==> src/rtl/lsu_pkg.sv <==
// Shared encodings for the load/store unit: access sizes, FSM states and
// the alignment check used at request acceptance.
package lsu_pkg;

    typedef enum logic [1:0] {
        SZ_BYTE   = 2'd0,
        SZ_HALF   = 2'd1,
        SZ_WORD   = 2'd2,
        SZ_DOUBLE = 2'd3
    } lsu_size_e;

    typedef enum logic [2:0] {
        IDLE     = 3'd0,
        LOAD     = 3'd1,
        RMW_READ = 3'd2,
        WRITE    = 3'd3,
        RESP     = 3'd4
    } lsu_state_e;

    // An access is aligned when the low log2(bytes) address bits are zero.
    function automatic logic misaligned(input logic [2:0] off, input lsu_size_e size);
        case (size)
            SZ_BYTE: return 1'b0;
            SZ_HALF: return off[0];
            SZ_WORD: return |off[1:0];
            default: return |off;
        endcase
    endfunction

endpackage

==> src/rtl/lsu_align.sv <==
// Little-endian lane handling: extracts and extends load data from a 64-bit
// word, and merges right-aligned store data into a word for read-modify-write.
module lsu_align
    import lsu_pkg::*;
(
    input  logic [63:0] rword_i,
    input  logic [2:0]  off_i,
    input  lsu_size_e   size_i,
    input  logic        unsigned_i,
    input  logic [63:0] wdata_i,
    output logic [63:0] ldata_o,
    output logic [63:0] merged_o
);

    logic [5:0]  sh;
    logic [63:0] lane;
    logic [63:0] mask;

    assign sh = {off_i, 3'b000};

    // Shift the addressed lane down to bit 0 and extend it to 64 bits.
    always_comb begin
        lane = rword_i >> sh;
        case (size_i)
            SZ_BYTE: ldata_o = unsigned_i ? {56'd0, lane[7:0]}  : {{56{lane[7]}},  lane[7:0]};
            SZ_HALF: ldata_o = unsigned_i ? {48'd0, lane[15:0]} : {{48{lane[15]}}, lane[15:0]};
            SZ_WORD: ldata_o = unsigned_i ? {32'd0, lane[31:0]} : {{32{lane[31]}}, lane[31:0]};
            default: ldata_o = lane;
        endcase
    end

    // Replace only the addressed bytes of the old word with the low store bytes.
    always_comb begin
        case (size_i)
            SZ_BYTE: mask = 64'h0000_0000_0000_00FF;
            SZ_HALF: mask = 64'h0000_0000_0000_FFFF;
            SZ_WORD: mask = 64'h0000_0000_FFFF_FFFF;
            default: mask = 64'hFFFF_FFFF_FFFF_FFFF;
        endcase
        merged_o = (rword_i & ~(mask << sh)) | ((wdata_i & mask) << sh);
    end

endmodule

==> src/rtl/load_store_unit.sv <==
// Single-outstanding load/store unit in front of a 64-bit word memory with a
// combinational read port. Sub-word stores use a read-modify-write sequence.
module load_store_unit
    import lsu_pkg::*;
#(
    parameter int MEM_WORDS = 1024
) (
    input  logic        clk,
    input  logic        rst,
    input  logic        req_valid,
    output logic        req_ready,
    input  logic        req_we,
    input  logic [63:0] req_addr,
    input  logic [1:0]  req_size,
    input  logic        req_unsigned,
    input  logic [63:0] req_wdata,
    output logic        resp_valid,
    output logic        resp_err,
    output logic [63:0] resp_rdata,
    output logic [63:0] mem_addr,
    output logic        mem_we,
    output logic [63:0] mem_wdata,
    input  logic [63:0] mem_rdata
);

    localparam logic [63:0] WORDS64 = 64'(MEM_WORDS);

    lsu_state_e  state_q, state_d;
    logic        we_q, we_d;
    logic [63:0] addr_q, addr_d;
    lsu_size_e   size_q, size_d;
    logic        uns_q, uns_d;
    logic        err_q, err_d;
    logic [63:0] rdata_q, rdata_d;
    // Holds the store data at acceptance; for sub-word stores it is replaced
    // by the merged word during RMW_READ so WRITE just drives it out.
    logic [63:0] wword_q, wword_d;

    logic        req_err;
    logic [63:0] ldata;
    logic [63:0] merged;

    assign req_err = misaligned(req_addr[2:0], lsu_size_e'(req_size))
                   || ({3'b000, req_addr[63:3]} >= WORDS64);

    lsu_align u_align (
        .rword_i    (mem_rdata),
        .off_i      (addr_q[2:0]),
        .size_i     (size_q),
        .unsigned_i (uns_q),
        .wdata_i    (wword_q),
        .ldata_o    (ldata),
        .merged_o   (merged)
    );

    // State and latched request fields; reset abandons any operation in flight.
    always_ff @(posedge clk or posedge rst) begin
        if (rst) begin
            state_q <= IDLE;
            we_q    <= 1'b0;
            addr_q  <= '0;
            size_q  <= SZ_BYTE;
            uns_q   <= 1'b0;
            err_q   <= 1'b0;
            rdata_q <= '0;
            wword_q <= '0;
        end else begin
            state_q <= state_d;
            we_q    <= we_d;
            addr_q  <= addr_d;
            size_q  <= size_d;
            uns_q   <= uns_d;
            err_q   <= err_d;
            rdata_q <= rdata_d;
            wword_q <= wword_d;
        end
    end

    // Next-state, datapath captures and Moore outputs per state.
    always_comb begin
        state_d    = state_q;
        we_d       = we_q;
        addr_d     = addr_q;
        size_d     = size_q;
        uns_d      = uns_q;
        err_d      = err_q;
        rdata_d    = rdata_q;
        wword_d    = wword_q;
        req_ready  = 1'b0;
        resp_valid = 1'b0;
        resp_err   = 1'b0;
        resp_rdata = '0;
        mem_we     = 1'b0;
        mem_wdata  = '0;
        mem_addr   = {3'b000, addr_q[63:3]};
        case (state_q)
            IDLE: begin
                req_ready = 1'b1;
                mem_addr  = '0;
                if (req_valid) begin
                    we_d    = req_we;
                    addr_d  = req_addr;
                    size_d  = lsu_size_e'(req_size);
                    uns_d   = req_unsigned;
                    err_d   = req_err;
                    wword_d = req_wdata;
                    rdata_d = '0;
                    if (req_err)
                        state_d = RESP;
                    else if (!req_we)
                        state_d = LOAD;
                    else if (lsu_size_e'(req_size) == SZ_DOUBLE)
                        state_d = WRITE;
                    else
                        state_d = RMW_READ;
                end
            end
            LOAD: begin
                rdata_d = ldata;
                state_d = RESP;
            end
            RMW_READ: begin
                wword_d = merged;
                state_d = WRITE;
            end
            WRITE: begin
                mem_we    = 1'b1;
                mem_wdata = wword_q;
                state_d   = RESP;
            end
            RESP: begin
                resp_valid = 1'b1;
                resp_err   = err_q;
                resp_rdata = (we_q || err_q) ? 64'd0 : rdata_q;
                state_d    = IDLE;
            end
            default: state_d = IDLE;
        endcase
    end

endmodule

==> config.mk <==
export PLATFORM = sky130hd
export DESIGN_NAME = load_store_unit
export DESIGN_NICKNAME = d
export VERILOG_FILES = /design/src/rtl/lsu_pkg.sv /design/src/rtl/lsu_align.sv /design/src/rtl/load_store_unit.sv
export SDC_FILE = /design/constraint.sdc
export NUM_CORES = 1
export LEC_CHECK = 0
export CAP_MARGIN = 10
export CORE_MARGIN = 2
export CORE_UTILIZATION = 35
export CTS_CLUSTER_DIAMETER = 30
export DETAILED_ROUTE_END_ITERATION = 10
export PLACE_DENSITY = 0.69
export REMOVE_ABC_BUFFERS = 1
export SYNTH_ARGS = -nofsm -noshare
export SYNTH_HDL_FRONTEND = slang
export SYNTH_SLANG_ARGS = --single-unit
==> constraint.sdc <==
create_clock -name clk -period 6.4 [get_ports clk]
set_clock_uncertainty 0.1 [all_clocks]
set_input_delay 0.64 -clock clk [delete_from_list [all_inputs] [get_ports clk]]
set_output_delay 0.64 -clock clk [all_outputs]
set_load 0.02 [all_outputs]
==> flow_metrics.py <==
metrics = {
    "cts": {
        "clk_transition_reported_paths_ns": 0.08,
        "cts.sinks": 200,
        "ctsResizeCount": 0,
        "htree_num_levels": 4,
        "cts_tree": "built",
        "clock_path_buffers": 2,
        "postCtsHoldBufs": 0,
        "clk-insertion-delay-late_ns": 0.46,
        "postCtsSetupBuffers": 0,
        "cts_buffers": 17,
        "root_buffer": "clkbuf_16",
    },
    "run": {
        "maxCapViolations": 0,
    },
    "hold_path": {
        "min_to": "addr_q[47]",
        "worstHoldPathCells": 2,
        "worstHoldStart": "addr_q[47]",
        "min_path_type": "reg -> reg",
    },
    "yosys": {
        "synth_top_family_by_area": "simple AND/OR/NAND/NOR gates",
        "syn_inst": 1635,
        "yosysSeqAreaShare_pct": 36.7,
        "synth-simple-area-share_pct": 25.3,
        "synth_top_flop_cell": "dfrtp_1",
        "synth.largest_area_cell": "dfrtp_1",
        "synth_area_leaders": "dfrtp_1 37%, nand2_1 9.5%, mux2i_1 6.1%, and2_1 6.1%, o21ai_0 3.9%",
        "asyncSetResetFlopFracSynth_pct": 100,
        "synth_edf_count": 0,
        "yosys.cell_types.count": 72,
        "synth-compound-area-share_pct": 22.6,
        "synth-xor-area-share_pct": 0,
        "synth-adder-area-share_pct": 0,
        "postSynthAreaPerCell_sq_um": 8.35,
        "yosys_warnings": 0,
        "syn-cell-area_sq_mm": 0.0136,
        "yosysTopAreaCellShare_pct": 36.7,
        "synth-seq-cells": 200,
        "synth_mux_area_share_pct": 9.99,
    },
    "global_route": {
        "antenna_found_initial": 8,
        "grt_pass1_vias": 14300,
        "grtUsageTotal_pct": 28.6,
        "grt_pass1_wl_mm": 88.4,
        "grt-ovfl-total": 0,
        "grt_max_degree": 85,
    },
    "worst_setup_path": {
        "cp_num_cells": 5,
        "cp_max_fo": 64,
        "cp-end-kind": "output pin",
        "cp_top_family": "buffers and inverters",
        "timing.rr.end": "rdata_q[20]",
        "start_kind": "flop",
        "worstSetupPathType": "reg -> out",
        "cp_data_required_time_ns": 5.66,
        "reg2reg_from": "addr_q[2]",
        "slowest_stage": "clkdlybuf4s50_1",
        "crit_chain": "nor3b_1, nor3b_4, buf_4, and2_1, clkdlybuf4s50_1",
        "slowest_delay_ns": 0.61,
        "timing.critical_path.buf_inv": 2,
        "arrival_ns": 2.97,
        "r2r_setup_slack_ns": 2.77,
        "r2r_cells": 6,
    },
    "final_layout": {
        "fillCellCount": 3781,
        "instances_no_fill": 2455,
        "final_common_cell": "clkdlybuf4s50_1",
        "seq_area_sq_mm": 0.00501,
        "layout_common_cells": "391 x clkdlybuf4s50_1, 346 x nand2_1, 197 x dfrtp_1, 131 x and2_1, 105 x o21ai_0",
        "areaGrowthSynthToFinish_pct": 34.8,
        "utilization_pct": 47.7,
        "drive_gt1_share_pct": 7.80,
        "finalNetCount": 2122,
        "multi_input_comb_area_sq_mm": 0.00796,
    },
    "timing": {
        "slew_headroom_pct": 14.9,
        "tightestPinTransition_ns": 1.27,
        "rsz0062_at_grt": "no",
        "hold_violations": 0,
        "drv_slew": 0,
        "finalCritPeriodShare_pct": 57.9,
        "fin_crit_ns": 3.71,
        "setup_viol": 0,
        "fmax_mhz": 270,
        "setup_tns_ns": 0,
    },
    "drt": {
        "route.detailed.drc": 0,
        "final_antenna_net_count": 0,
        "num_vias": 14300,
        "routed_wl_mm": 59.1,
        "drt-initial-drc-count": 1348,
        "routed_via_density": 5.82,
        "drt-wirelength-per-cell_um": 24.1,
        "dr.pass1.iters": 6,
    },
    "placement": {
        "place_congestion": 0.941,
        "dpl.cell_count": 2421,
        "portBuffers": 391,
        "dp_hpwl_mm": 43.2,
    },
    "run_status": {
        "run_status": "complete, no violations",
    },
    "floorplan": {
        "rows": 72,
        "die_x_um": 201,
        "die_y_um": 201,
        "die_area_sq_mm": 0.0406,
        "boundaryPins": 395,
        "core_sq_mm": 0.0386,
        "start_util_pct": 35.4,
    },
    "pwr": {
        "p_per_area_mw_per_mm2": 211,
        "p_leak_nw": 7.54,
        "ir_drop_mv": 0.189,
    },
}
state kept, by name, summed over array words and instances (netlist names):
register / cells
size_q: 2
state_q: 3
uns_q: 1
we_q: 1
addr_q: 64
rdata_q: 64
wword_q: 64
err_q: 1
tightest hold or removal path: stages (launching register included):
cell and delay (ns):
dfrtp_1 0.34, nand2_1 0.05, nand2_1 0.05
where the power goes:
group / switching (mW) / total [mW] / internal, mW
sequential: 0.154 / 1.53 / 1.37
combinational: 0.697 / 1.19 / 0.491
clock: 0.572 / 1.17 / 0.596
total: 1.42 / 3.88 / 2.46
layer usage:
layer | vias up | part of all wire, % | wire length [um] | track usage (%)
li1 | 6373 | - | - | -
met1 | 6879 | 39 | 23100 | 34.9
met2 | 854 | 47 | 28000 | 48.1
met3 | 162 | 9.0 | 5310 | 6.71
met4 | 14 | 4.3 | 2550 | 12.4
met5 | - | 0.14 | 83 | 0
cell usage after synthesis (13+ instances only):
cell type,n
a211oi_1,17
a21oi_1,81
a221o_1,22
a221oi_1,19
a22oi_1,42
a32oi_1,19
and2_1,132
and3_1,14
buf_2,39
buf_4,13
clkbuf_1,84
dfrtp_1,200
inv_1,14
mux2_2,24
mux2i_1,83
nand2_1,347
nand3_1,31
nor2_1,62
nor2b_1,69
o211ai_1,14
o21ai_0,105
o21ai_2,16
o22ai_1,17
o31ai_2,15
per-stage QoR:
stage | power [mW] | setup WS [ns] | hold slack [ns] | cell area, sq um
global placement | 2.70 | 2.99 | 0.350 | 17800
finish | 3.88 | 2.69 | 0.370 | 18400
detailed placement | 2.72 | 2.85 | 0.356 | 17800
CTS | 3.87 | 2.66 | 0.374 | 18400
floorplan | 2.22 | -0.648 | 0.338 | 13000
global route | 4.05 | 2.48 | 0.386 | 18400
area by class of cell:
cell class / instances / area share [%]
clock inverters: 15 / 1.00
diodes: 1 / 0.0136
inverters: 17 / 0.388
repair buffers: 414 / 22.2
clock buffers: 17 / 2.31
well taps: 518 / 3.52
flip-flops and latches: 200 / 27.3
multi-input cells: 1273 / 43.3
cells by family after synthesis:
| family | Yosys count |
|---|---|
| AOI/OAI and AO/OA | 435 |
| buffers and inverters | 164 |
| DFF | 200 |
| muxes | 119 |
| other | 1 |
| and+or+nand+nor | 716 |
worst max path at each step:
stage / startpoint / endpoint / slack, ns
after floorplan: addr_q[0] / rdata_q[62] / -0.65
after global placement: addr_q[2] / rdata_q[28] / 2.99
after detailed placement: addr_q[2] / rdata_q[17] / 2.85
after CTS: state_q[2] / resp_rdata[51] / 2.66
after global routing: state_q[2] / resp_rdata[51] / 2.48
final: state_q[2] / resp_rdata[19] / 2.69
(Power assumes the default switching activity.)
==> RTL change 1: new RTL, config.mk and constraints unchanged <==
Register the output `resp_err`, with the module's reset; this adds one clock of latency there. The other outputs are not delayed to match.
--- a/src/rtl/load_store_unit.sv
+++ b/src/rtl/load_store_unit.sv
@@ -24,6 +24,8 @@
 );
 
     localparam logic [63:0] WORDS64 = 64'(MEM_WORDS);
+
+    logic resp_err_d;
 
     lsu_state_e  state_q, state_d;
     logic        we_q, we_d;
@@ -88,7 +90,7 @@
         wword_d    = wword_q;
         req_ready  = 1'b0;
         resp_valid = 1'b0;
-        resp_err   = 1'b0;
+        resp_err_d = 1'b0;
         resp_rdata = '0;
         mem_we     = 1'b0;
         mem_wdata  = '0;
@@ -130,7 +132,7 @@
             end
             RESP: begin
                 resp_valid = 1'b1;
-                resp_err   = err_q;
+                resp_err_d = err_q;
                 resp_rdata = (we_q || err_q) ? 64'd0 : rdata_q;
                 state_d    = IDLE;
             end
@@ -138,5 +140,13 @@
         endcase
     end
 
+    always_ff @(posedge clk or posedge rst) begin
+        if (rst) begin
+            resp_err <= '0;
+        end else begin
+            resp_err <= resp_err_d;
+        end
+    end
+
 endmodule
 
Check against the original RTL: not equivalent (a bounded check fails within 4 cycles, from zero or initial values and one cycle with rst high).
==> RTL change 1 against the unedited design <==
  * Die area increased by 0.18%
  * Synthesized area rose by 0.18%
  * Via count grew 0.95%
  * Setup slack lost 0.051 ns
  * Power is 38% higher
  * Routed wire length increased by 1.1%
  * Highest routed layer unchanged
  * Critical path type unchanged
  * Hold slack got worse by 0.0087 ns
  * Clock power up 120%
  * Sequential cell count increased by 1
  * Cell count up 2.7%
  * First-iteration DRC count down 6.8%
  * Final area grew 6.6%
  * Sequential share of layout area fell by 1.6 points
==> RTL change 1: results (changes against the unedited design) <==
Detailed routing
  – Final WL: 59700 um (was 59100 um)
  – Drt initial violations: 1256 (was 1348)
  – Via-to-Cell Ratio: 5.72 (was 5.82)
  – Vias post-DR: 14400 (was 14300)
  – Drt first pass iters: 9 (was 6)

Placed design
  – Area post-placement: 17800 sq um (about the same)
  – Port buffer count: 391 (unchanged)
  – Inst Count DP: 2423 (was 2421)
  – Post-DP HPWL: 42800 um (was 43200 um)
  – Gpl congestion: 0.934 (was 0.941)
  – Setup WS pre-CTS: 2.79 ns (was 2.85 ns)

Clock network
  – Clock Path Buffers: 3 (was 2)
  – Num CTS Buffers: 54 (was 17)
  – # resized after CTS: 0 (unchanged)
  – Post-CTS Setup Inserts: 0 (unchanged)
  – CTS clk-pin slew, worst paths: 0.05 ns (was 0.08 ns)
  – # H-tree levels: 2 (was 4)
  – CTS Root Cell: clkbuf_16 (unchanged)
  – Later-pin clock latency in the skew report: 0.56 ns (was 0.46 ns)

Setup path
  – Worst reg2reg endpoint: rdata_q[57] (was rdata_q[20])
  – Critical path fanouts, max: 64 (unchanged)
  – Critical Path Sink: resp_rdata[11] (was resp_rdata[19])
  – Reg-to-reg slack, setup: 2.70 ns (was 2.77 ns)
  – Crit path DAT: 3.02 ns (was 2.97 ns)
  – Worst reg-to-reg path cell count: 7 (was 6)
  – CP top delay family: buffers and inverters (unchanged)
  – CP Launch Point: state_q[2] (unchanged)
  – CP max-delay cell: clkdlybuf4s50_1 (unchanged)
  – RR Startpoint: addr_q[0] (was addr_q[2])
  – Critical Path Start Type: register (unchanged)
  – Slowest cell delay on critical path: 0.61 ns (about the same)

Yosys
  – Syn_area_per_cell: 8.36 sq um (was 8.35 sq um)
  – Asr flop ratio synth: 100% (unchanged)
  – Post-synth top cells: nand2_1, dfrtp_1, and2_1 (unchanged)
  – Dominant synthesized flop cell: dfrtp_1 (unchanged)
  – Synth Warn #: 0 (unchanged)
  – Sequential area share after synthesis: 36.8% (was 36.7%)
  – Netlist cell types: 72 (unchanged)
  – Top post-synthesis cells by area: dfrtp_1, nand2_1, mux2i_1 (unchanged)

Status
  – Outcome: complete, no violations (unchanged)

Timing
  – Slew HR: 12.0% (was 14.9%)
  – Fmax achieved: 266 MHz (was 270 MHz)

Hold path
  – HP Class: reg2reg (unchanged)

Global routing
  – Initial antenna violation count: 7 (was 8)
  – Gr usage total: 28.4% (was 28.6%)
  – First-pass GRT wire length: 88900 um (was 88400 um)
  – Vias in the first global route: 14500 (was 14300)
  – Largest net degree at the start of global routing: 149 (was 85)

Pwr
  – Leakage: 8.14 nW (was 7.54 nW)
  – Maximum VDD drop: 0.000188 V (was 0.000189 V)

Cells and area
  – Top Registers: addr_q (64), rdata_q (64), wword_q (64) (unchanged)
  – Fillers: 3619 (was 3781)
  – Multi-input gate area in the final layout: 7960 sq um (unchanged)
  – Proportion of layout cells with a drive suffix above 1: 10.5% (was 7.80%)
  – Final #Nets: 2160 (was 2122)
-- RTL change 1: layout make-up --
cell class                 count  share of cell area, %
sequential                   201                   25.7
antenna                        1                 0.0128
clock inverter                30                   1.54
timing repair buffer         414                   21.0
multi-input combinational   1273                   40.6
clock buffer                  67                   7.55
inverter                      17                  0.364
tap                          518                   3.30
-- RTL change 1: metal layers --
layer | vias to the layer above | routed length [um] | global-route usage (%)
met4 | 14 | 2300 | 11.0
met2 | 832 | 28500 | 48.1
met1 | 6946 | 23400 | 34.9
li1 | 6477 | - | -
met3 | 149 | 5440 | 6.85
met5 | - | 92 | 0
-- RTL change 1: worst min path at each step --
stage / slack [ns] / cells past startpoint / end / from
6_report: 0.36 / 2 / addr_q[59] / addr_q[59]
5_1_grt: 0.38 / 2 / addr_q[21] / addr_q[21]
4_1_cts: 0.37 / 2 / addr_q[62] / addr_q[62]
3_5_place_dp: 0.35 / 2 / addr_q[62] / addr_q[62]
3_3_place_gp: 0.35 / 2 / addr_q[58] / addr_q[58]
2_1_floorplan: 0.34 / 2 / rdata_q[7] / rdata_q[7]
-- RTL change 1: worst min-delay path, stage by stage (launching register included) --
cell     delay (ns)
dfrtp_1        0.33
nand2_1        0.05
nand2_1        0.06
-- RTL change 1: kinds of logic (layout without fill, tap and decap cells) --
| kind of cell | count (synthesis) | in the layout | share of synthesized area [%] |
|---|---|---|---|
| buf+inv | 164 | 528 | 5.39 |
| mux | 119 | 119 | 9.98 |
| flops | 201 | 201 | 36.8 |
| compound gates | 435 | 435 | 22.6 |
| simple gates | 716 | 716 | 25.2 |
| other cells | 1 | 4 | 0.0274 |
-- RTL change 1: power by group --
| part | internal, mW | switching (mW) |
|---|---|---|
| sequential | 1.39 | 0.137 |
| clock | 1.79 | 0.836 |
| combinational | 0.494 | 0.710 |
==> RTL change 2: new RTL, config.mk and constraints unchanged <==
Without the edit above. Change the parameter `MEM_WORDS` from 1024 to 768.
--- a/src/rtl/load_store_unit.sv
+++ b/src/rtl/load_store_unit.sv
@@ -3,7 +3,7 @@
 module load_store_unit
     import lsu_pkg::*;
 #(
-    parameter int MEM_WORDS = 1024
+    parameter int MEM_WORDS = 768
 ) (
     input  logic        clk,
     input  logic        rst,
Check against the original RTL: not equivalent (Yosys sat finds a counterexample within 4 cycles, from zero or initial values and one cycle with rst high).
==> RTL change 2 against the unedited design <==
  * Power is 0.12% higher
  * Cell count fell by 0.53%
  * Final area down 0.17%
  * Synthesized area grew 0.26%
  * Critical endpoint is now rdata_q[38]
  * Routed wire length fell by 1.2%
  * Synthesized cell count decreased by 0.92%
  * Sequential cell count stayed put
  * Core utilization decreased by 0.19 points
  * Setup slack worse by 0.0010 ns
==> RTL change 2: results (changes against the unedited design) <==
Status
  – Outcome: complete, no violations (unchanged)

Detailed routing
  – Met3 routed WL: 5070 um (was 5310 um)
  – Via-to-Cell Ratio: 5.79 (was 5.82)

Yosys
  – Post-synthesis mux area share: 10.8% (was 9.99%)
  – Syn_area_per_cell: 8.45 sq um (was 8.35 sq um)
  – Netlist cell types: 66 (was 72)
  – Sequential area share after synthesis: 36.6% (was 36.7%)

Cells and area
  – Multi-input gate count: 1269 (was 1273)
  – Final #Nets: 2107 (was 2122)
  – Inverters: 6 (was 17)
  – ClkCell Share: 3.24% (was 3.31%)
  – Sequential cell area share: 27.3% (about the same)
  – Proportion of layout cells with a drive suffix above 1: 7.76% (was 7.80%)
  – N_diodes: 3 (was 1)
  – Design area: 18400 sq um (about the same)

Timing
  – Hold WS: 0.370 ns (about the same)
  – Slew HR: 21.3% (was 14.9%)

Setup path
  – CP Launch Point: addr_q[2] (was state_q[2])
  – Crit path DAT: 3.91 ns (was 2.97 ns)

Global routing
  – Initial antenna violation count: 7 (was 8)
  – Vias in the first global route: 14100 (was 14300)
  – Largest net degree at the start of global routing: 152 (was 85)

Pwr
  – Total Power: 3.89 mW (was 3.88 mW)
  – Seq pwr share: 39.5% (was 39.3%)

Hold path
  – Hold path start: addr_q[23] (was addr_q[47])

Placed design
  – Inst Count DP: 2407 (was 2421)
  – Post-DP HPWL: 42500 um (was 43200 um)
## RTL change 2: cell types whose count changed in the layout (fill, tap and decap cells not counted), moves of 10 or more
cell      before  now
a221o_1       22   32
o21ai_0      105   55
a22o_1         5   26
o31ai_2       15    0
inv_1         13    3
nor2_1        62   80
and2_1       131  147
a32oi_1       19    8
nand2_1      346  332
a22oi_1       42   32
a31oi_1        4   29
o211ai_1      14    2
o21ai_2       16   30
## RTL change 2: worst max-delay path, stage by stage (launching register included)
cell and delay [ns]:
dfrtp_2 0.99, buf_4 0.55, nor2b_1 0.35, o2bb2ai_2 0.22, o2111a_1 0.29, a2111oi_4 0.30, buf_4 0.52, o21ai_0 0.18
## RTL change 2: final timing paths
| path | to | cells after the start |
|---|---|---|
| setup / recovery | rdata_q[38] | 7 |
| setup reg to reg | rdata_q[38] | 7 |
| hold / removal | addr_q[23] | 2 |
| min in group asynchronous | addr_q[52] | 2 |
| hold reg to reg | addr_q[23] | 2 |
| max in group asynchronous | rdata_q[23] | 3 |
